$ cat config.mk
export PLATFORM = sky130hd
export DESIGN_NAME = imm_extend_pipe
export DESIGN_NICKNAME = d
export VERILOG_FILES = /design/src/rtl/imm_extend_pipe.sv
export SDC_FILE = /design/constraint.sdc
export NUM_CORES = 1
export LEC_CHECK = 0
export ABC_AREA = 1
export CAP_MARGIN = 40
export CORE_MARGIN = 5
export CORE_UTILIZATION = 30
export CTS_CLUSTER_DIAMETER = 100
export DETAILED_ROUTE_END_ITERATION = 8
export HOLD_SLACK_MARGIN = 0.05
export PLACE_DENSITY = 0.62
export SYNTH_ARGS = -nofsm -noshare
export SYNTH_HDL_FRONTEND = slang
export SYNTH_SLANG_ARGS = --single-unit
$ cat constraint.sdc
create_clock -name clk -period 2.2 [get_ports clk]
set_clock_uncertainty 0.2 [all_clocks]
set_input_delay 0.44 -clock clk [delete_from_list [all_inputs] [get_ports clk]]
set_output_delay 0.44 -clock clk [all_outputs]
set_load 0.01 [all_outputs]
$ cat src/rtl/imm_extend_pipe.sv
// imm_extend_pipe: pipelined RV32I/RV64I immediate generator with a 2-entry skid buffer
module imm_extend_pipe #(
  parameter int XLEN  = 32,
  parameter int TAG_W = 32
) (
  input  logic             clk,
  input  logic             reset,
  input  logic             flush,
  input  logic             in_valid,
  output logic             in_ready,
  input  logic [31:0]      in_instr,
  input  logic [3:0]       in_fmt,
  input  logic [TAG_W-1:0] in_tag,
  output logic             out_valid,
  input  logic             out_ready,
  output logic [XLEN-1:0]  out_imm,
  output logic [TAG_W-1:0] out_tag,
  output logic             out_illegal
);
  generate
    if (XLEN != 32 && XLEN != 64) begin : g_bad_xlen
      $error("imm_extend_pipe: XLEN must be 32 or 64");
    end
  endgenerate
  typedef enum logic [1:0] {EMPTY, ONE, TWO} state_t;
  state_t r_state, w_next;
  logic w_s, w_accept, w_pop, w_illegal, w_load_main, w_load_skid, w_unused;
  logic [XLEN-1:0] w_imm, r_imm, r_skid_imm;
  logic [TAG_W-1:0] r_tag, r_skid_tag;
  logic r_ill, r_skid_ill;
  assign w_s       = in_instr[31];
  assign w_illegal = in_fmt > 4'd8;
  assign w_accept  = in_valid & in_ready;
  assign w_pop     = out_valid & out_ready;
  // The opcode field never contributes to any immediate.
  assign w_unused  = &{1'b0, in_instr[6:0]};
  // Combinational immediate extraction for the incoming instruction
  always_comb begin
    w_imm = '0;
    case (in_fmt)
      4'd0: w_imm = {{(XLEN-12){w_s}}, in_instr[31:20]};
      4'd1: w_imm = {{(XLEN-12){1'b0}}, in_instr[31:20]};
      4'd2: w_imm = {{(XLEN-12){w_s}}, in_instr[31:25], in_instr[11:7]};
      4'd3: w_imm = {{(XLEN-12){w_s}}, in_instr[7], in_instr[30:25], in_instr[11:8], 1'b0};
      4'd4: w_imm = {{(XLEN-13){1'b0}}, w_s, in_instr[7], in_instr[30:25], in_instr[11:8], 1'b0};
      4'd5: w_imm = {{(XLEN-31){w_s}}, in_instr[30:12], 12'b0};
      4'd6: w_imm = {{(XLEN-20){w_s}}, in_instr[19:12], in_instr[20], in_instr[30:21], 1'b0};
      4'd7: w_imm = {{(XLEN-5){1'b0}}, in_instr[19:15]};
      4'd8: w_imm = (XLEN == 64) ? {{(XLEN-6){1'b0}}, in_instr[25:20]}
                                 : {{(XLEN-5){1'b0}}, in_instr[24:20]};
      default: w_imm = '0;
    endcase
  end
  // Main register takes new data when it is (or is becoming) the head; skid takes overflow
  assign w_load_main = (r_state == EMPTY && w_accept) || (r_state == ONE && w_accept && w_pop)
                    || (r_state == TWO && w_pop);
  assign w_load_skid = r_state == ONE && w_accept && !w_pop;
  // State register
  always_ff @(posedge clk) begin
    if (reset) r_state <= EMPTY;
    else r_state <= w_next;
  end
  // Next-state logic; flush empties the buffer regardless of handshakes
  always_comb begin
    w_next = r_state;
    case (r_state)
      EMPTY:   if (w_accept) w_next = ONE;
      ONE:     if (w_accept && !w_pop) w_next = TWO;
               else if (!w_accept && w_pop) w_next = EMPTY;
      TWO:     if (w_pop) w_next = ONE;
      default: w_next = EMPTY;
    endcase
    if (flush) w_next = EMPTY;
  end
  // Handshake outputs decode the registered state only
  always_comb begin
    in_ready  = r_state != TWO;
    out_valid = r_state != EMPTY;
  end
  // Entry storage: main feeds the outputs, skid holds the second entry
  always_ff @(posedge clk) begin
    if (reset) begin
      r_imm      <= '0;
      r_tag      <= '0;
      r_ill      <= 1'b0;
      r_skid_imm <= '0;
      r_skid_tag <= '0;
      r_skid_ill <= 1'b0;
    end else if (!flush) begin
      if (w_load_main) begin
        r_imm <= (r_state == TWO) ? r_skid_imm : w_imm;
        r_tag <= (r_state == TWO) ? r_skid_tag : in_tag;
        r_ill <= (r_state == TWO) ? r_skid_ill : w_illegal;
      end
      if (w_load_skid) begin
        r_skid_imm <= w_imm;
        r_skid_tag <= in_tag;
        r_skid_ill <= w_illegal;
      end
    end
  end
  assign out_imm     = r_imm;
  assign out_tag     = r_tag;
  assign out_illegal = r_ill;
endmodule

# == After elaboration in Yosys (flattened, before gate mapping) ==
# Index checks and enable logic that the tools add are counted.
# totals
register_bits,132
wordCells,52
in_bits,73
# op_classes
eq_ne,14
n_bitwise,3
reduce_logical,18
magnitude_cmp,1
muxes,9
# ops
op,count
$pmux 32 s9,1
$mux 32,2
$eq 4x3->1 const B,4
$eq 4x2->1 const B,2
$mux 2,4
$logic_and 1x1->1,7
$ne 2x2->1 const B,3
$pmux 2 s3,1
$eq 4x1->1 const B,1
$eq 4x4->1 const B,1
$gt 4x4->1 const B,1
$logic_not 4->1,1
$reduce_and 2->1,2
$ne 3x1->1 const B,1
$reduce_and 3->1,1
$and 1x1->1,2
$eq 2x1->1 const B,1
$eq 2x2->1 const B,1
$logic_not 1->1,2
$logic_not 2->1,1
$logic_or 1x1->1,2
$reduce_bool 2->1,1
$reduce_or 2->1,1
$mux 1,1
$not 1->1,1

# == Depth between registers and ports, before layout ==
# depth
word_depth,7
depth_mapped,10
mapped_depth_nobuf,9

# == Worst setup path after synthesis ==
# No wires, ideal clock.
# synth_timing
path_kind,input to register
from,input reset
to,register r_imm[0] (netlist: out_imm[0])
path_buffers,3
path_stages,6
t_arrival_ps,1416
slack_ps,514
path_cell_list,clkbuf_1 -> inv_1 -> clkbuf_1 -> clkbuf_1 -> o21ai_0 -> a21oi_1
# synth_lines
element,line_no,source
from (decl),7,"input logic reset,"
to (signal assigned),91,r_imm <= (r_state == TWO) ? r_skid_imm : w_imm;
to (decl),28,"logic [XLEN-1:0] w_imm, r_imm, r_skid_imm;"

# == Worst setup path in the final report ==
# layout_timing
from,register r_state[0]
to,output out_valid
# layout_via
elab_chain_cells,1
# layout_lines
element,line_no,source
from (decl),26,"state_t r_state, w_next;"
from (signal assigned),61,else r_state <= w_next;
$reduce_bool 2->1,78,out_valid = r_state != EMPTY;
to (decl),14,"output logic out_valid,"
# Every way passes these cells.

==> flow_results.org <==
** Placement
- GP Congestion :: 0.802
- In this run, placement finished with an instance count of 1091.
- The count of buffers added on input and output ports is 132.
- Placed cell areas :: 0.00725 mm2
- Placed wire-length estimate :: 11000 um

** Power
- Power Dens Cells :: 796 mW/mm2
- The share of total power dissipated in sequential elements is 41.0%.
- Total internal power :: 4.74 mW
- Static leakage :: 3.22 nW
- Of the total power, the share spent switching nets is 24.3%.
- Switching power :: 1.52 mW
- Combinational logic is responsible for 12.3% of the overall power.
- IR analysis of the VDD net gives a maximum drop of 0.545 mV.
- In this run, the clock network consumes 46.7% of the power.
- After layout, the design draws a total of 6.26 mW.

** Finish
- FF+latch area :: 0.00264 mm2
- Area overhead of the layout relative to synthesis :: 42.9%
- Area of the multi-input gates :: 0.00252 mm2
- Post-route insts no fill :: 1122
- Finished Cell Area :: 0.00786 mm2
- Of the cells placed in the final design, the portion with a size suffix greater than 1 is 9.07%.
- After filler insertion, the fill cell instance count of the layout stands at 1876.
- The repair_antennas step left the layout with diodes totalling 0.
- For this run, the post-layout net count is 954.

** Yosys
- Synthesized netlist net count :: 823
- Syn Std Cell Area :: 0.00550 mm2
- Post-synth top area cell :: sky130_fd_sc_hd__dfxtp_1
- The commonest cells after synthesis are sky130_fd_sc_hd__dfxtp_1, sky130_fd_sc_hd__nand2_1, sky130_fd_sc_hd__o21ai_0.
- Top_reg_cell synth :: sky130_fd_sc_hd__dfxtp_1
- Synthesized flop and latch total :: 132
- Proportion of synthesized chip area in sequential cells :: 48.0%
- Number of enable flip-flop cells after synthesis :: 0
- For this run, the number of Yosys warnings is 0.
- Post-synth top area share :: 48.0%
- The netlist uses 26 different library cells.
- Leading post-synthesis cells by cell area :: sky130_fd_sc_hd__dfxtp_1, sky130_fd_sc_hd__o21ai_0, sky130_fd_sc_hd__nand2_1
- Counting flops with an async set or reset pin after synthesis yields a share of 0%.
- Synthesis produced a netlist whose cell count is 750.
- Each instance of the synthesized netlist takes up on average 7.33 um2.

** Timing
- Share of the cycle needed by the critical path after routing :: 96.4%
- Max-Slew Margin vs Limit :: 71.8%
- Actual transition at the worst max-transition pin :: 422 ps
- The number of pins with negative max-slew slack in the final report is 0.
- Minimum clock period after layout :: 2120 ps
- Timing would allow up to 472 MHz.
- Setup violations remaining at the end of the flow were counted as 0.
- The number of hold-slack violations in the final timing report is 0.
- RSZ-0062 raised after global routing :: no

** Clock network
- TritonCTS built the clock tree.
- Counting every sink on the clock net gives 132.
- The clock reaches the later pin of the worst-skew pair after 420 ps.
- Total clock buffers created by CTS :: 17
- Cell at the root of the clock tree :: sky130_fd_sc_hd__clkbuf_16
- Bufs on Longest Clock Path :: 2
- Level count of the clock H-tree :: 4
- After clock tree synthesis, the clock-pin slew on the worst setup and hold paths is 60 ps.

** Hold path
- The min-delay analysis places its worst path in the category reg2reg.

** Run
- Max capacitance violation total :: 0

** Worst setup path
- Worst endpoint required time :: 1560 ps
- Arr. time, crit path :: 1480 ps
- Along the worst path, the maximum fanout reaches 4.
- The critical path in this run is classified as reg2out.
- Nature of the critical path startpoint :: flip-flop
- Type of element capturing the critical path :: output pin

** Floorplanning
- Cell row count :: 49
- Top-Level Pins :: 140
- Height of the die :: 145 um
- Once the floorplan was initialized, standard cells occupied 30.5% of the core.
- The die covers 0.0211 mm2.
- Chip Width :: 145 um
- Core area :: 0.0180 mm2

** Routing
- DR WL/cell :: 15.0 um
- Routed vias :: 5547
- Number of DRC markers after the initial detailed-route iteration :: 317
- Average vias per placed instance :: 4.94
- Wires add up to 16800 um.
- Remaining antenna violation count after routing :: 0
- The first detailed-routing pass took 5 iterations.
- Remaining routing DRC violations :: 0

** Outcome
- Outcome :: complete, no violations

** GRT
- Global routing consumed, on the met3 layer, 4.98% of the routing resources.
- For met1 alone, demand over resource in global routing was 20.6%.
- Wire length of the first global-routing pass :: 27300 um
- For met2 alone, demand over resource in global routing was 24.4%.
- Maximum number of pins on one net before global-route repair :: 75
- Vias in the first global route :: 5296
- Global routing consumed, over all layers together, 15.6% of the routing resources.
- The number of antenna violations at the first check in global routing is 0.
- In this run the most used layer during global routing was met2.
- Summed over all layers, the global routing overflow is 0.
## per-layer routing
layer / part of all wire [%] / routed length, um
met1: 47 / 7810
met2: 45 / 7620
met3: 6.4 / 1070
met4: 1.7 / 279
met5: 0 / 0
## cells by family after synthesis
| group | after synthesis | synth area share [%] |
|---|---|---|
| AO/OA/AOI/OAI | 273 | 26.4 |
| buffers and inverters | 81 | 6.28 |
| flip-flops | 132 | 48.0 |
| AND/OR/NAND/NOR | 264 | 19.3 |
## placed cells by master (no fill, tap or decap), drive strengths merged, types with 19 or more instances in the layout
master / n
buf: 35
clkbuf: 19
dfxtp: 132
inv: 27
nand2: 135
a31oi: 41
nor2: 109
a21oi: 82
clkdlybuf4s50: 131
o21ai: 136
## power groups by stage
stage          Clock (mW)  Combinational [mW]  Sequential, mW
4_1_cts              3.00               0.778            2.57
3_5_place_dp            0               0.774            2.62
6_report             2.92               0.769            2.57
3_3_place_gp            0               0.771            2.62
5_1_grt              3.10               0.846            2.58
2_1_floorplan           0               0.300            2.64
## worst max-delay path, cell delays in order (launching register included)
cell                              delay, ps
sky130_fd_sc_hd__dfxtp_1                400
sky130_fd_sc_hd__nor2_2                  60
sky130_fd_sc_hd__inv_2                   60
sky130_fd_sc_hd__clkdlybuf4s50_1        540
## cell type report
cell class / instances / share of cell area [%]
tap: 229 / 3.64
inverter: 26 / 1.24
clock buffer: 19 / 5.76
timing repair buffer: 167 / 21.7
multi-input combinational: 537 / 32.0
sequential: 132 / 33.6
clock inverter: 12 / 1.97
## flip-flops by register name, indices dropped and copies added, names as in the netlist
| name | flops |
|---|---|
| out_illegal | 1 |
| out_imm | 32 |
| out_tag | 32 |
| r_skid_ill | 1 |
| r_skid_imm | 32 |
| r_skid_tag | 32 |
| r_state | 2 |
## stage by stage
stage | TNS, ps | setup slack (ps) | util, % | hold WS, ps
2_1_floorplan | 0 | 514 | - | 256
3_3_place_gp | -1300 | -85.5 | 40.2 | 262
3_5_place_dp | -2250 | -116 | 40.2 | 264
4_1_cts | 0 | 52.5 | 43.6 | 274
5_1_grt | 0 | 10.3 | 43.6 | 291
6_report | 0 | 79.2 | 43.6 | 271
## path summary, 6_finish.rpt
check / cells past startpoint / to / start / slack (ps)
max: 3 / out_valid / r_state[0]$_SDFFE_PP0P_ / 80
min: 2 / out_tag[21]$_SDFFE_PP0P_ / r_skid_tag[21]$_SDFFE_PP0P_ / 270
min reg2reg: 2 / out_tag[21]$_SDFFE_PP0P_ / r_skid_tag[21]$_SDFFE_PP0P_ / 270
max reg2reg: 8 / out_tag[17]$_SDFFE_PP0P_ / r_state[0]$_SDFFE_PP0P_ / 460
## timing repair
action                     in CTS  in global routing
hold buffers                    0                  0
setup buffers                   0                  0
setup endpoints to repair       2                  1
resized for setup               2                  1
Note: power is estimated with default switching activity, not from simulation.
